==> src/rtl/demux_pkg.sv <==
// Shared definitions for the buffered 1-to-2 nibble demultiplexer.
// Holds default sizes, route-select encodings and the channel FIFO state type.
package demux_pkg;

   localparam int WIDTH_DEF = 4;
   localparam int DEPTH_DEF = 2;
   localparam int CNT_W_DEF = 8;

   localparam logic SEL_A = 1'b0;
   localparam logic SEL_B = 1'b1;

   typedef enum logic {
      EMPTY    = 1'b0,
      NONEMPTY = 1'b1
   } fifo_state_t;

endpackage

==> src/rtl/demux_chan_fifo.sv <==
// One output channel: small FIFO with valid/ready pop, registered full flag,
// zero-gated head data and a wrapping delivered-nibble counter.
module demux_chan_fifo
   import demux_pkg::*;
#(
   parameter int WIDTH = WIDTH_DEF,
   parameter int DEPTH = DEPTH_DEF,
   parameter int CNT_W = CNT_W_DEF
) (
   input  logic             clk,
   input  logic             reset_n,
   input  logic             push,
   input  logic [WIDTH-1:0] push_data,
   input  logic             ready,
   output logic [WIDTH-1:0] data,
   output logic             valid,
   output logic             full,
   output logic [CNT_W-1:0] count,
   output fifo_state_t      state
);

   localparam int PTR_W = (DEPTH > 2) ? 2 : 1;
   localparam int OCC_W = PTR_W + 1;

   logic [WIDTH-1:0] mem [DEPTH];
   logic [PTR_W-1:0] rd_ptr;
   logic [PTR_W-1:0] wr_ptr;
   logic [OCC_W-1:0] occ_q;
   logic [OCC_W-1:0] occ_d;
   logic [CNT_W-1:0] cnt_q;
   logic             full_q;
   logic             push_ok;
   logic             pop;
   fifo_state_t      state_q;
   fifo_state_t      state_d;

   // A push into a full channel is dropped here as well as being gated upstream.
   assign push_ok = push && !full_q;
   assign pop     = (state_q == NONEMPTY) && ready;

   always_comb begin
      occ_d   = occ_q;
      state_d = state_q;
      case ({push_ok, pop})
         2'b10:   occ_d = occ_q + OCC_W'(1);
         2'b01:   occ_d = occ_q - OCC_W'(1);
         default: occ_d = occ_q;
      endcase
      case (state_q)
         EMPTY:    if (push_ok) state_d = NONEMPTY;
         NONEMPTY: if (occ_d == '0) state_d = EMPTY;
         default:  state_d = EMPTY;
      endcase
   end

   always_ff @(posedge clk or negedge reset_n) begin
      if (!reset_n) begin
         state_q <= EMPTY;
         occ_q   <= '0;
         full_q  <= 1'b0;
         rd_ptr  <= '0;
         wr_ptr  <= '0;
         cnt_q   <= '0;
      end else begin
         state_q <= state_d;
         occ_q   <= occ_d;
         full_q  <= (occ_d == OCC_W'(DEPTH));
         if (push_ok) wr_ptr <= wr_ptr + PTR_W'(1);
         if (pop) begin
            rd_ptr <= rd_ptr + PTR_W'(1);
            cnt_q  <= cnt_q + CNT_W'(1);
         end
      end
   end

   // Storage needs no reset: the head is gated to zero while empty.
   always_ff @(posedge clk) begin
      if (push_ok) mem[wr_ptr] <= push_data;
   end

   assign valid = (state_q == NONEMPTY);
   assign data  = valid ? mem[rd_ptr] : '0;
   assign full  = full_q;
   assign count = cnt_q;
   assign state = state_q;

endmodule

==> src/rtl/demux2_4_buf.sv <==
// Buffered 1-to-2 nibble demultiplexer: routes each accepted input to channel A or B
// by s; each channel buffers independently so one stalled consumer never blocks the other.
module demux2_4_buf
   import demux_pkg::*;
#(
   parameter int WIDTH = WIDTH_DEF,
   parameter int DEPTH = DEPTH_DEF,
   parameter int CNT_W = CNT_W_DEF
) (
   input  logic             clk,
   input  logic             reset_n,
   input  logic [WIDTH-1:0] In,
   input  logic             in_valid,
   input  logic             s,
   output logic             in_ready,
   output logic [WIDTH-1:0] A,
   output logic             a_valid,
   input  logic             a_ready,
   output logic [WIDTH-1:0] B,
   output logic             b_valid,
   input  logic             b_ready,
   output logic [CNT_W-1:0] a_count,
   output logic [CNT_W-1:0] b_count,
   output fifo_state_t      a_state,
   output fifo_state_t      b_state
);

   // Handshake: a transfer happens on a rising edge where valid && ready; valid
   // never waits on ready, and in_ready looks only at s and registered full flags.
   logic a_full;
   logic b_full;
   logic push_a;
   logic push_b;

   assign in_ready = (s == SEL_A) ? !a_full : !b_full;
   assign push_a   = in_valid && in_ready && (s == SEL_A);
   assign push_b   = in_valid && in_ready && (s == SEL_B);

   demux_chan_fifo #(.WIDTH(WIDTH), .DEPTH(DEPTH), .CNT_W(CNT_W)) u_chan_a (
      .clk       (clk),
      .reset_n   (reset_n),
      .push      (push_a),
      .push_data (In),
      .ready     (a_ready),
      .data      (A),
      .valid     (a_valid),
      .full      (a_full),
      .count     (a_count),
      .state     (a_state)
   );

   demux_chan_fifo #(.WIDTH(WIDTH), .DEPTH(DEPTH), .CNT_W(CNT_W)) u_chan_b (
      .clk       (clk),
      .reset_n   (reset_n),
      .push      (push_b),
      .push_data (In),
      .ready     (b_ready),
      .data      (B),
      .valid     (b_valid),
      .full      (b_full),
      .count     (b_count),
      .state     (b_state)
   );

endmodule

==> config.mk <==
export PLATFORM = sky130hd
export DESIGN_NAME = demux2_4_buf
export DESIGN_NICKNAME = d
export VERILOG_FILES = /design/src/rtl/demux_pkg.sv /design/src/rtl/demux_chan_fifo.sv /design/src/rtl/demux2_4_buf.sv
export SDC_FILE = /design/constraint.sdc
export NUM_CORES = 1
export LEC_CHECK = 0
export ABC_AREA = 1
export BUFFER_PORTS_ARGS = -buffer_cell sky130_fd_sc_hd__buf_2
export CORE_MARGIN = 1
export CORE_UTILIZATION = 58
export CTS_CLUSTER_SIZE = 25
export DETAILED_ROUTE_END_ITERATION = 8
export GPL_ROUTABILITY_DRIVEN = 0
export HOLD_SLACK_MARGIN = 0.02
export PLACE_DENSITY = 0.94
export SKIP_CTS_REPAIR_TIMING = 1
export SYNTH_ARGS = -nofsm -noshare
export SYNTH_HDL_FRONTEND = slang
export SYNTH_SLANG_ARGS = --single-unit
==> constraint.sdc <==
create_clock -name clk -period 2.75 [get_ports clk]
set_input_delay 0.275 -clock clk [delete_from_list [all_inputs] [get_ports clk]]
set_output_delay 0.275 -clock clk [all_outputs]
set_load 0.005 [all_outputs]
==> summary.txt <==
Global routing
  – Pin count of the biggest net entering global routing: 29
  – Vias in the first global route: 1345
  – All-layer global routing usage: 21.31%
  – Global route overflow: 0
  – Initial antenna violation count: 0
  – First-pass GRT wire length: 5568 µm

Synthesis
  – Sequential share of the synthesized area: 59.52%
  – Mean area per synthesized cell: 9.633 µm²
  – Mapped Area: 1984 µm²
  – Synthesis warning total: 0
  – Async S/R FF share, synth: 63.64%
  – Synth cell types: 24
  – Flops & latches, synth: 44
  – Post-Syn Instances: 206
  – Synth Flop Type: dfrtp_1
  – Syn Nets: 220
  – Number of flops mapped to enable cells by yosys: 16

CTS
  – Clock Latency Late Sink: 0.35 ns
  – CTS Buf Count: 5
  – Reg clk slew, reported paths: 0.12 ns
  – Max Buffers Root-to-Sink: 2
  – CTS tree: built
  – Clock sinks: 44
  – Root buffer cell: clkbuf_4
  – Number of H-tree levels: 2

Floorplanning
  – Die Y: 60.49 µm
  – Std cell rows: 20
  – Initial Utilization: 62.94%
  – Die width: 60.49 µm
  – # IOs: 39
  – Die area: 3659 µm²
  – Core Box Area: 3153 µm²

Route
  – Average wire per standard cell: 11.41 µm
  – DR vias/cell: 5.007
  – Total vias in the final route: 1472
  – Post-route DRC: 0
  – DR iter-0 viols: 90
  – TritonRoute pass-1 iters: 4
  – Drt total wl: 3354 µm
  – DRT antenna net count: 0

Timing
  – Fin. Hold Viols: 0
  – Rel. slew slack: 58.64%
  – Clock Skew: 0.006624 ns
  – Max Clock Freq: 607.1 MHz
  – Finish-stage setup viols: 0
  – RSZ-0062 raised after global routing: false
  – Pins Over Slew Limit: 0
  – Fin crit period: 1.647 ns
  – Setup ws final: 1.103 ns
  – Setup TNS: 0 ns
  – Worst-Margin Slew: 0.6205 ns
  – Final Cycle Share: 59.90%

Cells and area
  – Area Growth Syn to Fin: 14.63%
  – Layout filler cell count: 213
  – Share of layout cells above drive strength 1: 22.00%
  – N_diodes: 0
  – Final nets: 264

Setup path
  – Required @ worst endpoint: 3.02 ns
  – End of the critical path: u_chan_b.state
  – Critical Path Sink Type: flip-flop
  – CP Cell Sequence: nand2_4, clkinv_2, ha_1, inv_1, nand2_1, nand2_1, nor2_1, nand3_1, nand2_1, inv_1
  – RR Endpoint: u_chan_b.state
  – Crit path DAT: 1.91 ns
  – Worst Setup SP: u_chan_b.state
  – Crit-path most repeated cell: nand2_1
  – Slowest stage cell, crit path: dfrtp_1
  – CP peak stage delay: 0.49 ns
  – Crit start category: flip-flop
  – Reg2Reg Launch Point: u_chan_b.state
  – Crit Path Max Fanout: 8
  – Reg2reg setup slack: 1.10 ns
  – CP Class: reg -> reg
  – Reg2reg path depth: 10

Placement
  – Detailed placer's ending HPWL: 2495 µm
  – Worst slack at placement: 1.112 ns
  – I/O Buffers: 38

Power and ir drop
  – PwrDens: 944.4 nW/µm²
  – Leakage Power: 1.149 nW
  – Worst vdd ir: 0.0005364 V

Worst hold path
  – Worst Hold Class: in -> reg

Outcome
  – Status: finished, final reports clean

Run
  – Max capacitance violation total: 0
-- how the worst min path moves through the flow --
stage,from,to,slack [ns],cells after the start
6_report,In[3],u_chan_b.mem[1][3],0.14,1
5_1_grt,In[3],u_chan_a.mem[1][3],0.13,1
4_1_cts,reset_n,u_chan_b.count[3],-0.07,1
3_5_place_dp,reset_n,u_chan_b.count[2],0.32,1
3_3_place_gp,reset_n,u_chan_b.count[2],0.32,1
2_1_floorplan,reset_n,u_chan_a.count[0],-0.02,0
-- layout make-up --
cell class	count	area, µm²	area share, %
Sequential cell	44	1181	51.93
Multi-Input combinational cell	129	670.6	29.48
Inverter	31	117.6	5.171
Clock inverter	2	12.51	0.5501
Clock buffer	5	37.54	1.650
Timing Repair Buffer	39	200.2	8.801
Tap cell	44	55.05	2.420
-- synthesized netlist by cell type (2+ instances only) --
cell      count  share of area [%]
a21oi_1       2               0.50
buf_4         2               0.76
dfrtp_1      28                 35
edfxtp_1     16                 24
ha_1          4                2.5
inv_1        29                5.5
nand2_1      46                8.7
nand2_2       2               0.63
nand3_1      12                3.0
nand4_1       3               0.95
nor2_1       32                6.1
o21ai_0      10                2.5
xnor2_1       4                1.8
xor2_1        6                2.6
-- worst max-delay path, delay by kind of cell, from the launching register on --
family / cells / cell delay [ns]
adders and majority gates: 1 / 0.31
buffers and inverters: 3 / 0.21
and+or+nand+nor: 6 / 0.54
DFF: 1 / 0.49
-- report_power, final --
part / leakage [nW] / switching [mW] / internal, mW
sequential: 0.487 / 0.200 / 0.877
combinational: 0.634 / 0.453 / 0.328
clock: 0.0271 / 0.197 / 0.0933
-- through the flow --
step                      utilization (%)  instances  cell area (µm²)  power (mW)  hold WS [ns]
final                               72.14        294             2275       2.148        0.1417
after floorplan                         -        206             1984       1.583      -0.02059
after detailed placement            70.24        286             2215       1.878        0.3231
after global routing                72.14        294             2275       2.333        0.1265
after global placement              70.24        286             2215       1.826        0.3207
after CTS                           71.83        293             2265       2.165      -0.07110
-- routing by layer --
layer	wire, µm	up-vias	global-route usage [%]
met5	0	-	0
met3	184	6	5.117
met1	1486	691	27.71
li1	-	736	-
met4	58	0	9.740
met2	1625	39	34.22
-- layout by cell type, fill, tap and decap left out --
cell	netlist	routed
a21oi_1	2	2
o21ai_0	10	10
xor2_1	6	6
nand3_2	1	1
clkinv_2	1	2
inv_2	1	1
nor2_4	1	1
nand3_1	12	12
nor2_1	32	32
nor3_1	1	1
dfrtp_1	28	28
nand2_2	2	2
inv_1	29	29
clkinvlp_4	0	1
nand4_4	1	1
clkbuf_4	0	5
nand2_4	1	1
edfxtp_1	16	16
xnor2_1	4	4
dlygate4sd3_1	0	1
buf_2	0	38
ha_1	4	4
nor2_2	1	1
nand4_1	3	3
nand2_1	46	46
nor3_4	1	1
nand3b_1	1	1
-- kinds of logic (layout without fill, tap and decap cells) --
logic type	count (synthesis)	after routing	synth area share (%)
AND/OR/NAND/NOR	103	103	23.83
flip-flops	44	44	59.52
buffers and inverters	33	77	6.683
AO/OA/AOI/OAI	12	12	3.027
XOR/XNOR	10	10	4.413
adder cells (fa/ha/maj)	4	4	2.522
-- flip-flops by register name, summed over array words and instances (netlist names) --
register / cells
u_chan_b.count: 8
u_chan_b.mem: 8
u_chan_b.occ_q: 2
u_chan_a.state: 1
u_chan_b.full: 1
u_chan_a.occ_q: 2
u_chan_a.count: 8
u_chan_b.wr_ptr: 1
u_chan_a.mem: 8
u_chan_b.rd_ptr: 1
u_chan_a.rd_ptr: 1
u_chan_b.state: 1
u_chan_a.full: 1
u_chan_a.wr_ptr: 1
Power figures use the tool's default switching activity.
